File: src/rtl/control_unit.sv
// Multi-cycle control unit for an 8-bit accumulator CPU: drives memory and an external ALU
// through an eight-state fetch/decode/operand/execute sequence.
module control_unit #(
    parameter logic [15:0] RESET_PC = 16'h0000,
    parameter int unsigned ADDR_W   = 16
) (
    input  logic              clk,
    input  logic              rst_n,
    input  logic [7:0]        mem_q,
    output logic [ADDR_W-1:0] mem_addr,
    output logic [7:0]        mem_data,
    output logic              mem_rw,
    output logic [3:0]        alu_op,
    output logic [7:0]        alu_a,
    output logic [7:0]        alu_b,
    output logic [7:0]        alu_flags,
    input  logic [7:0]        alu_c,
    input  logic [7:0]        alu_newflags,
    output logic              halted,
    output logic [7:0]        acc_out
);

    localparam logic [2:0] StFetch   = 3'd0;
    localparam logic [2:0] StDecode  = 3'd1;
    localparam logic [2:0] StFetchOp = 3'd2;
    localparam logic [2:0] StOperand = 3'd3;
    localparam logic [2:0] StRead    = 3'd4;
    localparam logic [2:0] StExec    = 3'd5;
    localparam logic [2:0] StWrite   = 3'd6;
    localparam logic [2:0] StHalt    = 3'd7;

    localparam logic [3:0] OpNop = 4'h0;
    localparam logic [3:0] OpLda = 4'h1;
    localparam logic [3:0] OpSta = 4'h2;
    localparam logic [3:0] OpAdd = 4'h3;
    localparam logic [3:0] OpSub = 4'h4;
    localparam logic [3:0] OpAnd = 4'h5;
    localparam logic [3:0] OpOr  = 4'h6;
    localparam logic [3:0] OpXor = 4'h7;
    localparam logic [3:0] OpNot = 4'h8;
    localparam logic [3:0] OpCmp = 4'h9;
    localparam logic [3:0] OpJmp = 4'hA;
    localparam logic [3:0] OpJeq = 4'hB;
    localparam logic [3:0] OpJgt = 4'hC;
    localparam logic [3:0] OpRsD = 4'hD;
    localparam logic [3:0] OpRsE = 4'hE;
    localparam logic [3:0] OpHlt = 4'hF;

    localparam logic [3:0] AluNot = 4'd5;
    localparam logic [3:0] AluCmp = 4'd6;

    logic [2:0]  state_q, state_d;
    logic [15:0] pc_q, pc_d;
    logic [7:0]  ir_q, ir_d;
    logic [7:0]  opr_q, opr_d;
    logic [7:0]  acc_q, acc_d;
    logic [7:0]  flags_q, flags_d;

    logic [3:0]        ir_op;
    logic [3:0]        fetch_op;
    logic              jump_taken;
    logic [ADDR_W-1:0] pc_addr;
    logic [ADDR_W-1:0] opr_addr;

    assign ir_op    = ir_q[7:4];
    assign fetch_op = mem_q[7:4];

    // Only the opcode nibble and the two defined flag bits carry meaning.
    logic unused_bits;
    assign unused_bits = ^{ir_q[3:0], alu_newflags[7:2]};

    // Fit the 16-bit pc and 8-bit operand onto an address bus of arbitrary width.
    if (ADDR_W > 16) begin : g_pc_wide
        assign pc_addr = {{(ADDR_W - 16){1'b0}}, pc_q};
    end else if (ADDR_W == 16) begin : g_pc_exact
        assign pc_addr = pc_q;
    end else begin : g_pc_narrow
        logic unused_pc_hi;
        assign unused_pc_hi = ^pc_q[15:ADDR_W];
        assign pc_addr      = pc_q[ADDR_W-1:0];
    end

    if (ADDR_W > 8) begin : g_opr_wide
        assign opr_addr = {{(ADDR_W - 8){1'b0}}, opr_q};
    end else begin : g_opr_exact
        assign opr_addr = opr_q;
    end

    always_comb begin
        jump_taken = 1'b0;
        unique case (ir_op)
            OpJmp:   jump_taken = 1'b1;
            OpJeq:   jump_taken = flags_q[0];
            OpJgt:   jump_taken = flags_q[1];
            default: jump_taken = 1'b0;
        endcase
    end

    always_comb begin
        state_d = state_q;
        pc_d    = pc_q;
        ir_d    = ir_q;
        opr_d   = opr_q;
        acc_d   = acc_q;
        flags_d = flags_q;
        case (state_q)
            StFetch: state_d = StDecode;
            StDecode: begin
                ir_d = mem_q;
                pc_d = pc_q + 16'd1;
                case (fetch_op)
                    OpNop, OpRsD, OpRsE: state_d = StFetch;
                    OpNot: begin
                        acc_d   = alu_c;
                        state_d = StFetch;
                    end
                    OpHlt:   state_d = StHalt;
                    default: state_d = StFetchOp;
                endcase
            end
            StFetchOp: state_d = StOperand;
            StOperand: begin
                opr_d = mem_q;
                pc_d  = pc_q + 16'd1;
                case (ir_op)
                    OpJmp, OpJeq, OpJgt: begin
                        if (jump_taken) begin
                            pc_d = {8'h00, mem_q};
                        end
                        state_d = StFetch;
                    end
                    OpSta:   state_d = StWrite;
                    default: state_d = StRead;
                endcase
            end
            StRead: state_d = StExec;
            StExec: begin
                case (ir_op)
                    OpLda:                             acc_d = mem_q;
                    OpAdd, OpSub, OpAnd, OpOr, OpXor: acc_d = alu_c;
                    OpCmp:   flags_d = {6'b0, alu_newflags[1:0]};
                    default: ;
                endcase
                state_d = StFetch;
            end
            StWrite: state_d = StFetch;
            StHalt:  state_d = StHalt;
            default: state_d = StFetch;
        endcase
    end

    always_comb begin
        alu_op = 4'd0;
        alu_a  = 8'h00;
        alu_b  = 8'h00;
        if (state_q == StDecode && fetch_op == OpNot) begin
            alu_op = AluNot;
            alu_a  = acc_q;
        end else if (state_q == StExec) begin
            alu_a = acc_q;
            alu_b = mem_q;
            case (ir_op)
                // ADD..XOR map onto ALU codes 0..4 by a fixed offset.
                OpAdd, OpSub, OpAnd, OpOr, OpXor: alu_op = ir_op - 4'd3;
                OpCmp:   alu_op = AluCmp;
                default: alu_op = 4'd0;
            endcase
        end
    end

    always_comb begin
        mem_addr = pc_addr;
        if (state_q == StRead || state_q == StWrite) begin
            mem_addr = opr_addr;
        end
    end

    // Gating with rst_n keeps a reset edge from also committing a pending store.
    assign mem_rw    = (state_q == StWrite) && rst_n;
    assign mem_data  = acc_q;
    assign alu_flags = flags_q;
    assign halted    = (state_q == StHalt);
    assign acc_out   = acc_q;

    always_ff @(posedge clk) begin
        if (!rst_n) begin
            state_q <= StFetch;
            pc_q    <= RESET_PC;
            ir_q    <= 8'h00;
            opr_q   <= 8'h00;
            acc_q   <= 8'h00;
            flags_q <= 8'h00;
        end else begin
            state_q <= state_d;
            pc_q    <= pc_d;
            ir_q    <= ir_d;
            opr_q   <= opr_d;
            acc_q   <= acc_d;
            flags_q <= flags_d;
        end
    end

endmodule

File: config.mk
export PLATFORM = sky130hd
export DESIGN_NAME = control_unit
export DESIGN_NICKNAME = d
export VERILOG_FILES = /design/src/rtl/control_unit.sv
export SDC_FILE = /design/constraint.sdc
export NUM_CORES = 1
export LEC_CHECK = 0
export CORE_MARGIN = 2
export CORE_UTILIZATION = 45
export DETAILED_ROUTE_END_ITERATION = 12
export GPL_ROUTABILITY_DRIVEN = 0
export PLACE_DENSITY_LB_ADDON = 0.25
export SETUP_SLACK_MARGIN = 0.15
export SLEW_MARGIN = 10
export SYNTH_ARGS = -nofsm -noshare
export SYNTH_HDL_FRONTEND = slang
export SYNTH_SLANG_ARGS = --single-unit
File: constraint.sdc
create_clock -name clk -period 2.3 [get_ports clk]
set_input_delay 0.345 -clock clk [delete_from_list [all_inputs] [get_ports clk]]
set_output_delay 0.345 -clock clk [all_outputs]
set_load 0.05 [all_outputs]
==> metrics.txt <==
Post-DP HPWL=5350 microns; layout cells sized above 1=28.7%; area share of and/or/nand/nor cells after synthesis=29.4%; Post-Synth Adder-Cell Area=2.50%; Num CTS Buffers=5; Max-Cap Viols=0; clock buffer depth=2; Initial Util=46.0%; register area share after synthesis=32.8%; sequential power share=47.3%; kind of critical path=register to primary output; Layout Cells excl Fill=476; vias in the first global route=2431; CP cell instances=inv_1 > ha_4 > nor4_4 > nor3_2 > a41o_1 > buf_12; FF-to-FF End=pc_addr[15]; Mapped Area=2500 sq um; aggregate global-route resource usage=23.5%; mux cell area share after synthesis=4.00%; hold crit path type=register to register; Num Clock Sinks=41; Routed WL=7380 microns; Avg Cell Area, Syn=7.80 sq um; crit path time final=2190 ps; H-tree lvl count=2; area delta synth->final=57.9%; final setup TNS=0 ps; multi-input logic area=1630 sq um; via count=2658; CP peak stage delay=390 ps; Register-to-Register Path Depth=5; Switching Share=32.0%; total internal power=1.09 mW; R2R Path Start=state_q[0]; Combinational Power Share=22.7%; Die Y=78.6 microns; worst path bufs/invs=2; yosys warns=0; Clk pwr share=30.0%; Post-Synth XOR/XNOR Area=3.15%; Top FF cell, synth=dfxtp_1; Vias/cell=5.58; Boundary Pins=88; crit path launch type=register; RSZ-0062 raised after global routing=yes; largest family of logic cells by synthesized area=simple AND/OR/NAND/NOR gates; final setup fails=0; Net Switching=512 uW; Clock transition at path regs=80 ps; Die ar.=6170 sq um; Rows=27; Worst Hold End=opr_q[1]; hold path depth=2; fmax=456 MHz; DP Worst Slack=-71.6 ps; Setup WS post-layout=106 ps; CTS root buf=clkbuf_8; Layout Nets=434; Slew @ Worst Pin=509 ps; Core ar.=5440 sq um; Antenna Cells=0; CP max-delay cell=dfxtp_4; number of flops mapped to enable cells by yosys=0; Placed Cells=460; final hold violations=0; CTS tree=yes; fraction of registers with async set/reset=0%; endpoint type of the worst setup path=primary output; Worst Path Max Fanout=5; max-slew violations=0; total grt overflow=0; final worst-path cycle share=95.4%; largest net degree at the start of global routing=25; area fraction in compound gates after synthesis=18.6%; relative slew slack=66.0%; reg-to-reg slack, setup=250 ps; status=finished, final reports clean; power per cell area=405 nW/um^2; CP top delay family=simple AND/OR/NAND/NOR gates; Fillers=407; worst hold start=opr_q[1]; Synth cell types=47; core occupancy in the finished layout=72.7%; maximum vdd drop=0.314 mV; global-route wire length before repair=11600 microns; PortBufs=75; Avg WL per Cell=15.5 microns; clk_skew=3.39 ps; initial antenna violation count=0; DRT Pass-1 Iters=4; CP required=1960 ps; DRC violations left=0; DRT antenna net count=0; Die X=78.6 microns; starting DRC count in detailed routing=196; crit path DAT=1850 ps; number of synthesized register bits=41; Leakage=1.46 nW; Mapped Cells=321; Sequential Area=837 sq um; clock latency on the worst-skew pair=300 ps
[sequential cells by signal (all words and copies together), names as in the netlist]
register   cells
ir_q           4
pc_addr       16
acc_out        8
alu_flags      2
opr_q          8
state_q        3
[timing repair]
action | 4_1_cts | 5_1_grt
buffers inserted | 2 | 6
setup endpoints to repair | 31 | 32
hold buffers | 0 | 0
resized for setup | 12 | 28
pin swaps | 2 | 6
[Yosys cell counts (all sizes together) (7+ instances only)]
cell type  instances  area [sq um]
a21oi             26           130
a311oi             9          78.8
and2              10          62.6
and3               7          43.8
buf               19           138
clkbuf            17          63.8
dfxtp             41           821
inv                9          33.8
mux2               8          90.1
nand2             28           105
nand3              9          45.0
nor2              22          82.6
nor2b             11          68.8
nor3              15          75.1
o21ai             20           100
[per-layer routing]
layer  up-vias  GRT usage [%]  part of all wire [%]
met1      1254           28.2                    42
li1       1299              -                     -
met3        20           5.17                   4.9
met4         0           9.82                   2.4
met2        85           40.1                    51
met5         -              0                     0
[power by group through the flow]
stage	sequential (mW)	clock, mW	combinational [mW]
after global placement	0.772	0	0.317
after global routing	0.760	0.520	0.388
after floorplan	0.771	0	0.205
after CTS	0.758	0.480	0.334
final	0.757	0.480	0.364
after detailed placement	0.774	0	0.321
[tightest hold or removal path: stages (launching register included)]
cell and delay [ps]:
dfxtp_1 310, nand2_1 50, a21oi_1 50
[cell type report]
cell class,instances,share of cell area (%)
clock buffers,5,1.74
clock inverters,3,0.443
inverters,9,0.855
multi-input cells,240,41.3
flip-flops and latches,41,21.2
well taps,72,2.28
repair buffers,106,32.2
[metrics by stage]
stage          hold WS, ps  power, mW  cell area (sq um)
2_1_floorplan          434      0.976               2560
3_3_place_gp           442       1.09               3650
3_5_place_dp           445       1.10               3650
4_1_cts                457       1.57               3800
5_1_grt                482       1.67               3950
6_report               455       1.60               3950
[kinds of logic (layout without fill, tap and decap cells)]
kind of cell / count (synthesis) / in the layout
AOI/OAI and AO/OA: 75 / 75
xor gates and xnor gates: 9 / 9
adders and majority gates: 5 / 5
buffers and inverters: 45 / 123
DFF: 41 / 41
muxes: 9 / 9
other: 1 / 6
and+or+nand+nor: 136 / 136
[worst max path at each step]
stage,startpoint,to,slack [ps],depth (start not counted)
2_1_floorplan,state_q[2],alu_a[0],140,5
3_3_place_gp,mem_q[7],alu_a[0],10,6
3_5_place_dp,mem_q[7],alu_a[1],-70,6
4_1_cts,mem_q[7],alu_a[1],80,6
5_1_grt,ir_q[4],alu_op[0],20,6
6_report,ir_q[4],alu_op[0],110,6
[cell usage in the layout (no fill, tap or decap), types with 5 or more instances in the layout]
master           count
and2_1              10
xnor2_1              5
nand2_1             27
conb_1               6
nand4_1              5
buf_4               37
o21ai_0             20
a211oi_1             5
and3_1               7
nor3_1              14
a311oi_1             9
nand3_1              9
mux2_2               8
a21oi_1             24
nor2_1              22
or3_1                5
buf_12              30
clkbuf_8             5
nor2b_2              6
dfxtp_1             36
clkdlybuf4s50_1     36
inv_1                9
Note: power is estimated with default switching activity, not from simulation.
